--- config.mk ---
export PLATFORM = sky130hd
export DESIGN_NAME = pixel_fetch_flat
export DESIGN_NICKNAME = d
export VERILOG_FILES = /design/src/rtl/pixel_fetch_pkg.sv /design/src/rtl/pixel_fetch_if.sv /design/src/rtl/sync_fifo.sv /design/src/rtl/pixel_fetch.sv /design/src/flat_wrapper.sv
export SDC_FILE = /design/constraint.sdc
export NUM_CORES = 1
export LEC_CHECK = 0
export CAP_MARGIN = 20
export CORE_MARGIN = 10
export CORE_UTILIZATION = 50
export CTS_CLUSTER_SIZE = 14
export DETAILED_ROUTE_END_ITERATION = 10
export MAX_ROUTING_LAYER = met4
export PLACE_DENSITY = 0.75
export SYNTH_ARGS = -nofsm -noshare
export SYNTH_HDL_FRONTEND = slang
export SYNTH_SLANG_ARGS = --single-unit
export TNS_END_PERCENT = 50
--- constraint.sdc ---
create_clock -name clk -period 6 [get_ports clk]
set_input_delay 1.8 -clock clk [delete_from_list [all_inputs] [get_ports clk]]
set_output_delay 1.8 -clock clk [all_outputs]
set_load 0.03 [all_outputs]
--- src/rtl/pixel_fetch_pkg.sv ---
// rtl/pixel_fetch_pkg.sv - shared constants and FSM state type for the pixel fetch block
package pixel_fetch_pkg;

  localparam int IMG_W_DEF = 1080;
  localparam int IMG_H_DEF = 960;
  localparam int ADDR_W    = 20;
  localparam int COORD_W   = 12;
  localparam int OOB_CNT_W = 20;
  localparam int BG_COLOR  = 0;

  typedef enum logic {
    ST_FILL   = 1'b0,
    ST_STREAM = 1'b1
  } fetch_state_e;

endpackage

--- src/rtl/pixel_fetch_if.sv ---
// rtl/pixel_fetch_if.sv - coordinate, frame-buffer and pixel-stream signals of pixel_fetch
interface pixel_fetch_if import pixel_fetch_pkg::*; #(
  parameter int PIX_W = 12
) ();

  logic [COORD_W-1:0]   xIn;
  logic [COORD_W-1:0]   yIn;
  logic                 addr_vld;
  logic                 mem_ready;
  logic [ADDR_W-1:0]    mem_addr;
  logic                 mem_en;
  logic [PIX_W-1:0]     mem_dout;
  logic [PIX_W-1:0]     pix_tdata;
  logic                 pix_tvalid;
  logic                 pix_tready;
  logic                 pix_tuser;
  logic                 pix_tlast;
  logic [OOB_CNT_W-1:0] oob_count;

  modport slave (
    input  xIn, yIn, addr_vld, mem_dout, pix_tready,
    output mem_ready, mem_addr, mem_en, pix_tdata, pix_tvalid, pix_tuser, pix_tlast, oob_count
  );

  modport master (
    output xIn, yIn, addr_vld, mem_dout, pix_tready,
    input  mem_ready, mem_addr, mem_en, pix_tdata, pix_tvalid, pix_tuser, pix_tlast, oob_count
  );

endinterface

--- src/rtl/sync_fifo.sv ---
// rtl/sync_fifo.sv - synchronous FIFO whose head lives in an output register
module sync_fifo #(
  parameter int WIDTH = 12,
  parameter int DEPTH = 8
) (
  input  logic             clk,
  input  logic             reset,
  input  logic             wr_en,
  input  logic [WIDTH-1:0] wr_data,
  input  logic             rd_en,
  output logic [WIDTH-1:0] rd_data,
  output logic             rd_valid
);

  localparam int PTR_W = (DEPTH > 1) ? $clog2(DEPTH) : 1;

  logic [WIDTH-1:0] mem [DEPTH];
  logic [PTR_W-1:0] wr_ptr;
  logic [PTR_W-1:0] rd_ptr;
  logic [PTR_W:0]   mem_cnt;

  logic pop;
  logic head_free;
  logic mem_empty;
  logic load_from_mem;
  logic bypass;
  logic mem_wr;

  // A push into an empty FIFO lands straight in the head register so the
  // output appears on the cycle after the write.
  assign pop           = rd_en & rd_valid;
  assign head_free     = ~rd_valid | pop;
  assign mem_empty     = (mem_cnt == '0);
  assign load_from_mem = head_free & ~mem_empty;
  assign bypass        = head_free & mem_empty & wr_en;
  assign mem_wr        = wr_en & ~bypass;

  always_ff @(posedge clk) begin
    if (!reset && mem_wr) begin
      mem[wr_ptr] <= wr_data;
    end
  end

  always_ff @(posedge clk) begin
    if (reset) begin
      wr_ptr   <= '0;
      rd_ptr   <= '0;
      mem_cnt  <= '0;
      rd_data  <= '0;
      rd_valid <= 1'b0;
    end else begin
      if (mem_wr) begin
        wr_ptr <= wr_ptr + PTR_W'(1);
      end
      if (load_from_mem) begin
        rd_data <= mem[rd_ptr];
        rd_ptr  <= rd_ptr + PTR_W'(1);
      end else if (bypass) begin
        rd_data <= wr_data;
      end
      if (head_free) begin
        rd_valid <= load_from_mem | bypass;
      end
      case ({mem_wr, load_from_mem})
        2'b10:   mem_cnt <= mem_cnt + (PTR_W+1)'(1);
        2'b01:   mem_cnt <= mem_cnt - (PTR_W+1)'(1);
        default: mem_cnt <= mem_cnt;
      endcase
    end
  end

endmodule

--- src/rtl/pixel_fetch.sv ---
// rtl/pixel_fetch.sv - coordinate to frame-buffer read and pixel stream with raster markers
// Optional per-frame out-of-bounds statistics: PIXEL_FETCH_OOB_STATS_EN.
module pixel_fetch import pixel_fetch_pkg::*; #(
  parameter int IMG_W      = IMG_W_DEF,
  parameter int IMG_H      = IMG_H_DEF,
  parameter int PIX_W      = 12,
  parameter int MEM_LAT    = 2,
  parameter int FIFO_DEPTH = 8
) (
  input  logic          clk,
  input  logic          reset,
  pixel_fetch_if.slave  bus
);

  localparam int CRED_W = $clog2(FIFO_DEPTH + 1);
  localparam int COL_W  = (IMG_W > 1) ? $clog2(IMG_W) : 1;
  localparam int ROW_W  = (IMG_H > 1) ? $clog2(IMG_H) : 1;
`ifdef PIXEL_FETCH_OOB_STATS_EN
  localparam int FIFO_W = PIX_W + 1;
`else
  localparam int FIFO_W = PIX_W;
`endif

  logic              xfer;
  logic              in_oob;
  logic              pop;
  logic              push;
  logic [PIX_W-1:0]  push_pix;
  logic [FIFO_W-1:0] fifo_din;
  logic [FIFO_W-1:0] fifo_head;
  logic              head_vld;

  logic [ADDR_W-1:0] mem_addr_q;
  logic              mem_en_q;
  logic [MEM_LAT:0]  dl_vld;
  logic [MEM_LAT:0]  dl_oob;
  logic [CRED_W-1:0] credit;
  logic [COL_W-1:0]  col;
  logic [ROW_W-1:0]  row;
  logic              last_col;
  logic              last_row;

  fetch_state_e      state;
  fetch_state_e      state_nxt;
  logic              cnt_adv;

  assign xfer   = bus.addr_vld & bus.mem_ready;
  assign in_oob = (int'(bus.xIn) >= IMG_W) || (int'(bus.yIn) >= IMG_H);
  assign pop    = head_vld & bus.pix_tready;

  always_ff @(posedge clk) begin
    if (reset) begin
      mem_addr_q <= '0;
      mem_en_q   <= 1'b0;
    end else begin
      mem_en_q <= xfer & ~in_oob;
      if (xfer && !in_oob) begin
        mem_addr_q <= ADDR_W'(int'(bus.yIn) * IMG_W + int'(bus.xIn));
      end
    end
  end

  assign bus.mem_addr = mem_addr_q;
  assign bus.mem_en   = mem_en_q;

  // Stage MEM_LAT of the delay line lines up with mem_dout for the same request.
  always_ff @(posedge clk) begin
    if (reset) begin
      dl_vld <= '0;
      dl_oob <= '0;
    end else begin
      dl_vld <= {dl_vld[MEM_LAT-1:0], xfer};
      dl_oob <= {dl_oob[MEM_LAT-1:0], xfer & in_oob};
    end
  end

  assign push     = dl_vld[MEM_LAT];
  assign push_pix = dl_oob[MEM_LAT] ? PIX_W'(BG_COLOR) : bus.mem_dout;
`ifdef PIXEL_FETCH_OOB_STATS_EN
  assign fifo_din = {dl_oob[MEM_LAT], push_pix};
`else
  assign fifo_din = push_pix;
`endif

  sync_fifo #(
    .WIDTH (FIFO_W),
    .DEPTH (FIFO_DEPTH)
  ) u_fifo (
    .clk      (clk),
    .reset    (reset),
    .wr_en    (push),
    .wr_data  (fifo_din),
    .rd_en    (bus.pix_tready),
    .rd_data  (fifo_head),
    .rd_valid (head_vld)
  );

  // Credit covers both in-flight reads and buffered pixels, so the FIFO cannot overflow.
  always_ff @(posedge clk) begin
    if (reset) begin
      credit <= '0;
    end else begin
      case ({xfer, pop})
        2'b10:   credit <= credit + CRED_W'(1);
        2'b01:   credit <= credit - CRED_W'(1);
        default: credit <= credit;
      endcase
    end
  end

  assign bus.mem_ready = (credit < CRED_W'(FIFO_DEPTH));

  always_ff @(posedge clk) begin
    if (reset) begin
      state <= ST_FILL;
    end else begin
      state <= state_nxt;
    end
  end

  always_comb begin
    state_nxt = state;
    cnt_adv   = 1'b0;
    unique case (state)
      ST_FILL: begin
        if (push) begin
          state_nxt = ST_STREAM;
        end
      end
      ST_STREAM: begin
        cnt_adv = pop;
      end
      default: state_nxt = ST_FILL;
    endcase
  end

  assign last_col = (col == COL_W'(IMG_W - 1));
  assign last_row = (row == ROW_W'(IMG_H - 1));

  always_ff @(posedge clk) begin
    if (reset) begin
      col <= '0;
      row <= '0;
    end else if (cnt_adv) begin
      if (last_col) begin
        col <= '0;
        row <= last_row ? '0 : row + ROW_W'(1);
      end else begin
        col <= col + COL_W'(1);
      end
    end
  end

  assign bus.pix_tdata  = fifo_head[PIX_W-1:0];
  assign bus.pix_tvalid = head_vld;
  assign bus.pix_tuser  = head_vld & (col == '0) & (row == '0);
  assign bus.pix_tlast  = head_vld & last_col;

`ifdef PIXEL_FETCH_OOB_STATS_EN
  logic                 head_oob;
  logic [OOB_CNT_W-1:0] oob_acc;
  logic [OOB_CNT_W-1:0] oob_acc_inc;
  logic [OOB_CNT_W-1:0] oob_total;

  assign head_oob    = fifo_head[PIX_W];
  assign oob_acc_inc = (head_oob && (oob_acc != '1)) ? oob_acc + OOB_CNT_W'(1) : oob_acc;

  always_ff @(posedge clk) begin
    if (reset) begin
      oob_acc   <= '0;
      oob_total <= '0;
    end else if (cnt_adv) begin
      if (last_col && last_row) begin
        oob_total <= oob_acc_inc;
        oob_acc   <= '0;
      end else begin
        oob_acc <= oob_acc_inc;
      end
    end
  end

  assign bus.oob_count = oob_total;
`else
  assign bus.oob_count = '0;
`endif

endmodule

--- src/flat_wrapper.sv ---
// flat-port wrapper written by rule: the top's interface ports become plain ports
module pixel_fetch_flat import pixel_fetch_pkg::*;
#(
  parameter int IMG_W      = IMG_W_DEF,
  parameter int IMG_H      = IMG_H_DEF,
  parameter int PIX_W      = 12,
  parameter int MEM_LAT    = 2,
  parameter int FIFO_DEPTH = 8
)
  (clk, reset, bus_xIn, bus_yIn, bus_addr_vld, bus_mem_dout, bus_pix_tready, bus_mem_ready, bus_mem_addr, bus_mem_en, bus_pix_tdata, bus_pix_tvalid, bus_pix_tuser, bus_pix_tlast, bus_oob_count);
  pixel_fetch_if #(.PIX_W(PIX_W)) bus_i ();
  input  logic clk;
  input  logic reset;
  input wire logic [$bits(bus_i.xIn)-1:0] bus_xIn;
  input wire logic [$bits(bus_i.yIn)-1:0] bus_yIn;
  input wire logic [$bits(bus_i.addr_vld)-1:0] bus_addr_vld;
  input wire logic [$bits(bus_i.mem_dout)-1:0] bus_mem_dout;
  input wire logic [$bits(bus_i.pix_tready)-1:0] bus_pix_tready;
  output wire logic [$bits(bus_i.mem_ready)-1:0] bus_mem_ready;
  output wire logic [$bits(bus_i.mem_addr)-1:0] bus_mem_addr;
  output wire logic [$bits(bus_i.mem_en)-1:0] bus_mem_en;
  output wire logic [$bits(bus_i.pix_tdata)-1:0] bus_pix_tdata;
  output wire logic [$bits(bus_i.pix_tvalid)-1:0] bus_pix_tvalid;
  output wire logic [$bits(bus_i.pix_tuser)-1:0] bus_pix_tuser;
  output wire logic [$bits(bus_i.pix_tlast)-1:0] bus_pix_tlast;
  output wire logic [$bits(bus_i.oob_count)-1:0] bus_oob_count;
  assign bus_i.xIn = bus_xIn;
  assign bus_i.yIn = bus_yIn;
  assign bus_i.addr_vld = bus_addr_vld;
  assign bus_i.mem_dout = bus_mem_dout;
  assign bus_i.pix_tready = bus_pix_tready;
  assign bus_mem_ready = bus_i.mem_ready;
  assign bus_mem_addr = bus_i.mem_addr;
  assign bus_mem_en = bus_i.mem_en;
  assign bus_pix_tdata = bus_i.pix_tdata;
  assign bus_pix_tvalid = bus_i.pix_tvalid;
  assign bus_pix_tuser = bus_i.pix_tuser;
  assign bus_pix_tlast = bus_i.pix_tlast;
  assign bus_oob_count = bus_i.oob_count;
  pixel_fetch #(.IMG_W(IMG_W), .IMG_H(IMG_H), .PIX_W(PIX_W), .MEM_LAT(MEM_LAT), .FIFO_DEPTH(FIFO_DEPTH)) u_core (.clk(clk), .reset(reset), .bus(bus_i));
endmodule
# Yosys cells after proc, flatten, opt, wreduce, memory -nomap -nowiden
# Memory sizes are Yosys's and may differ from the RTL's. A register that Yosys moved wholly into a read port is not among the register bits.
# Index checks and enable logic that the tools add are counted.
# word_totals
regBits	76
latchBits	0
mem_bits_rw	96
romBits	0
inputBits	40
out_inout_bits	57
n_memories	1
# classes
add_sub_neg	9
multipliers	1
n_div	0
n_lt_le_gt_ge	3
n_eq_ne	6
shifts	0
mux	14
n_bitwise	17
reduce_logical	12
# mem_list
memory	depth	word_bits	rd	rd_ports_with_merged_regs	wr	line_no	source
u_core.u_fifo.mem	8	12	1	1	1	sync_fifo.sv:17	logic [WIDTH-1:0] mem [DEPTH];
# op_table
operator	n
$mux W12	3
$add A20 B13 Y20	1
$mul A12 B8 Y17 const B	1
$pmux W4 S2	2
$ge A12 B10 Y1 const B	1
$ge A12 B11 Y1 const B	1
$add A11 B1 Y11 const B	1
$and A1 B1 Y1	11
$eq A11 B11 Y1 const B	1
$logic_not A11 Y1	1
$mux W11	1
$add A10 B1 Y10 const B	1
$eq A10 B10 Y1 const B	1
$logic_not A10 Y1	1
$mux W10	1
$add A4 B1 Y4 const B	2
$sub A4 B1 Y4 const B	2
$add A3 B1 Y3 const B	2
$mux W3	2
$reduce_bool A2 Y1	3
$mux W1	5
$eq A2 B1 Y1 const B	2
$eq A2 B2 Y1 const B	2
$logic_not A4 Y1	1
other kinds (7)	13

# Depth between registers and ports, before layout
# logic_depth
depth_word	9
ltp_mapped	19
mapped_depth_nobuf	19

# Cells and area by module
# From an unflattened synthesis, not the netlist that was laid out.
# unflattened
hier_cells	812
hier_area_um2	9312.7
# by_module_without_submodules
mod	instances	cells_per_inst	area_per_inst_um2
sync_fifo	1	268	4764.6
pixel_fetch	1	544	4548.1

# Worst setup path before layout
# Ideal clock, no wire load.
# synth_timing
kind	input -> register
startpoint	input bus_yIn[2]
endpoint	register u_core.mem_addr_q[18] (netlist: u_core.bus.mem_addr[18])
setup_ps	91
t_arrival_ps	5849
slack_ps	60
stages	17
n_path_buf	0
path_cell_list	inv_1 > ha_1 > ha_1 > inv_1 > fa_1 > inv_1 > ha_1 > fa_1 > a21o_1 > a21oi_1 > xnor2_1 > ha_1 > nand2_1 > o21a_1 > or4b_4 > or4_1 > a311oi_1
# synth_via
elab_chain_cells	4
# synth_rtl
element	line_no	source
start, declared	flat_wrapper.sv:15	input wire logic [$bits(bus_i.yIn)-1:0] bus_yIn;
parallel branches: the longest is 4 deep, another holds $add A20 B13 Y20	-	
end signal, assigned	pixel_fetch.sv:58	mem_addr_q <= ADDR_W'(int'(bus.yIn) * IMG_W + int'(bus.xIn));
end, declared	pixel_fetch.sv:33	logic [ADDR_W-1:0] mem_addr_q;
# Several ways; the timed one is not identified.
# A chain may end at the register's enable or synchronous reset.

# Final worst setup path
# layout_timing
startpoint	input bus_yIn[3]
endpoint	register u_core.mem_addr_q[18] (netlist: u_core.bus.mem_addr[18])
# Same word-level chain as after synthesis.

==> key figures <==
Yosys
  • Yosys warns: 0
  • FF+latch count, synth: 175
  • Distinct cell type count after synthesis: 58
  • Synth Cell Area: 9263 um2
  • Post-synth EDFFs: 96
  • Post-synthesis simple-gate area fraction: 12.08%
  • Cell with the most instances after synthesis: edfxtp_1
  • Sequential share of the synthesized area: 48.20%
  • Largest family of logic cells by synthesized area: adder cells
  • Synth top cells by count: 96 x edfxtp_1, 79 x dfxtp_1, 76 x inv_1, 73 x nand2_1
  • Syn avg cell area: 11.21 um2
  • Synth async-reset ratio: 0%
  • Area contributors post-synth: edfxtp_1 31%, dfxtp_1 17%, ha_1 9.2%
  • Synth Area in Adders: 13.29%
  • Synth Area in XOR/XNOR: 4.728%
  • Yosys top cell area share: 31.12%
  • Top_reg_cell synth: edfxtp_1
  • Synth Area in Compound Gates: 8.510%
  • Multiplexer area fraction after synthesis: 7.362%
  • Post-synth top area cell: edfxtp_1
  • Mapped Cells: 826

Critical path
  • Data arrival, critical path: 6.12 ns
  • Worst reg2reg endpoint: u_core.u_fifo.mem_cnt[3]$_SDFFE_PP0P_
  • CP max-delay cell: fa_1
  • Top delay family on crit path: adder cells
  • R2R cell count: 9
  • Setup CP Type: in2reg
  • Worst path max stage delay: 0.54 ns
  • FF-to-FF Start: u_core.u_fifo.mem_cnt[0]$_SDFFE_PP0P_
  • Critical path endpoint category: flop
  • CP most frequent cell: ha_4
  • CP bufs+invs: 5
  • Startpoint Class: input port
  • Worst path required time: 6.33 ns
  • Largest fanout on the critical path: 4
  • Reg-to-reg slack, setup: 2.82 ns
  • Worst-path cell chain: dlygate4sd2_1 > inv_2 > ha_4 > ha_1 > inv_1 > fa_1 > inv_1 > ha_4 > fa_2 > ha_4 > buf_4 > nand2_1 > o2111ai_2 > o211ai_1 > o21a_1 > or4b_4 > or4_1 > a311oi_1
  • Crit path depth: 18

Pwr
  • Worst vdd ir: 0.0002415 V
  • Power density cells: 374.6 nW/um2
  • Leak Pwr: 0.004512 uW

Routing
  • First-pass DRT Iterations: 8
  • DRC: 0
  • Initial drt markers: 324
  • Via count: 6480
  • Routed vias/inst: 5.325
  • Total routed wirelength: 19.97 mm
  • Antenna-violating nets left: 0
  • Wirelength per Cell: 16.41 um

Clocking
  • Worst skew pair latency: 0.42 ns
  • H-tree Lvls: 4
  • Clk buf depth: 2
  • Clock Sinks: 175
  • Clk slew on worst S/H paths: 0.07 ns
  • CTS tree: built
  • CTS buffer count: 17
  • Root Driver: clkbuf_16

Status
  • Outcome: finished clean

Global route
  • Total track usage: 17.10%
  • Number of global-route vias before repair: 6522
  • Initial antenna violation count: 0
  • Grt total ovfl: 0
  • Largest net degree at the start of global routing: 56
  • First-pass GRT wire length: 32.62 mm

STA
  • Final slew viol count: 0
  • Worst slew pin tran: 0.9429 ns
  • Tmin final: 5.782 ns
  • Max Freq: 173.0 MHz
  • Final setup TNS: 0 ns
  • # setup viols final: 0
  • Final Hold Fails: 0
  • WHS: 0.4451 ns
  • Period utilisation layout: 96.36%
  • Setup ws final: 0.2184 ns
  • RSZ-0062 raised after global routing: false
  • Rel. slew slack: 37.07%
  • Setup Skew: 0.01341 ns

Place
  • Hpwl dp: 14.24 mm
  • GP Congestion: 0.8296
  • Place WS: -0.6542 ns
  • Number of port buffers: 76
  • Placed insts: 1178

Layout
  • # nets final: 1102
  • # diodes: 0
  • Non-filler cells, final: 1217
  • Share of post-route cells with drive strength above 1: 17.61%
  • Final Util: 63.36%
  • Area growth syn-to-layout: 23.71%

Floorplanning
  • IO Count: 97
  • Die Span Y: 156.1 um
  • Starting Density: 51.21%
  • Row count: 49
  • Area of the die: 24370 um2
  • Core box area: 18090 um2
  • Chip width: 156.1 um

Hold path
  • Tightest Hold Check Type: reg2reg
  • Min-delay src: u_core.dl_oob[1]$_SDFF_PP0_
  • Min-Delay Endpoint: u_core.dl_oob[2]$_SDFF_PP0_
  • WHS Path Cells: 1

Job
  • Max_cap viols: 0
==> metal layers <==
layer / global-route usage, % / vias up / share of wire (%)
li1: - / 3183 / -
met3: 2.426 / 25 / 4.2
met4: 5.708 / 0 / 1.9
met1: 20.01 / 3120 / 42
met5: - / - / 0
met2: 29.67 / 152 / 52
==> sequential cells by signal, indices dropped and copies added (netlist names), named ones only <==
register                flops
u_core.bus.mem_addr        20
u_core.bus.mem_en           1
u_core.col                 11
u_core.credit               4
u_core.dl_oob               3
u_core.dl_vld               3
u_core.row                 10
u_core.state                1
u_core.u_fifo.mem          96
u_core.u_fifo.mem_cnt       4
u_core.u_fifo.rd_data      12
u_core.u_fifo.rd_ptr        3
u_core.u_fifo.rd_valid      1
u_core.u_fifo.wr_ptr        3
==> worst max-delay path by stage <==
| stage | start | end | slack, ns |
|---|---|---|---|
| 5_1_grt | bus_yIn[3] | u_core.bus.mem_addr[18]$_SDFFE_PP0P_ | 0.02 |
| 3_3_place_gp | bus_yIn[2] | u_core.bus.mem_addr[18]$_SDFFE_PP0P_ | -0.52 |
| 2_1_floorplan | bus_yIn[2] | u_core.bus.mem_addr[18]$_SDFFE_PP0P_ | 0.06 |
| 4_1_cts | bus_yIn[0] | u_core.bus.mem_addr[18]$_SDFFE_PP0P_ | 0.03 |
| 3_5_place_dp | bus_yIn[2] | u_core.bus.mem_addr[18]$_SDFFE_PP0P_ | -0.65 |
| 6_report | bus_yIn[3] | u_core.bus.mem_addr[18]$_SDFFE_PP0P_ | 0.22 |
==> cell families (layout without fill, tap and decap cells) <==
logic type / after synthesis / count (layout)
AO/OA/AOI/OAI: 121 / 121
XOR/XNOR: 50 / 50
adder cells (fa/ha/maj): 87 / 87
buffers and inverters: 123 / 266
flip-flops: 175 / 175
multiplexers: 38 / 38
other: 1 / 20
AND/OR/NAND/NOR: 231 / 231
==> stage by stage <==
| step | power [uW] | instance area (um2) |
|---|---|---|
| 3_5_place_dp | 3161 | 10720 |
| 2_1_floorplan | 2556 | 9334 |
| 5_1_grt | 4576 | 11460 |
| 3_3_place_gp | 3129 | 10720 |
| 4_1_cts | 4266 | 11370 |
| 6_report | 4293 | 11460 |
==> timing repair <==
action | 4_1_cts | 5_1_grt
hold buffers | 0 | 0
resized for setup | 14 | 12
pin swaps | 13 | 10
setup endpoints to repair | 4 | 4
buffers inserted | 4 | 1
==> cell type report <==
| class | instances | area [um2] |
|---|---|---|
| fillers | 1387 | 6628 |
| flip-flops and latches | 175 | 4464 |
| multi-input cells | 547 | 4453 |
| repair buffers | 158 | 1389 |
| clock buffers | 18 | 439.2 |
| well taps | 229 | 286.5 |
| inverters | 76 | 285.3 |
| clock inverters | 14 | 141.4 |
==> power by group <==
group	internal, uW	switching [uW]
combinational	928	926
clock	565	490
sequential	1330	55.1
==> placed cells by master (no fill, tap or decap), types with 15 or more instances in the layout <==
master	count
edfxtp_1	96
buf_4	81
dfxtp_1	79
inv_1	73
nand2_1	73
clkdlybuf4s50_1	67
nor2_1	65
ha_1	63
a21oi_1	48
xnor2_1	26
xor2_1	24
mux4_2	24
conb_1	20
nor2b_1	18
fa_1	18
clkbuf_16	17
o211ai_1	15
Power figures use the tool's default switching activity.
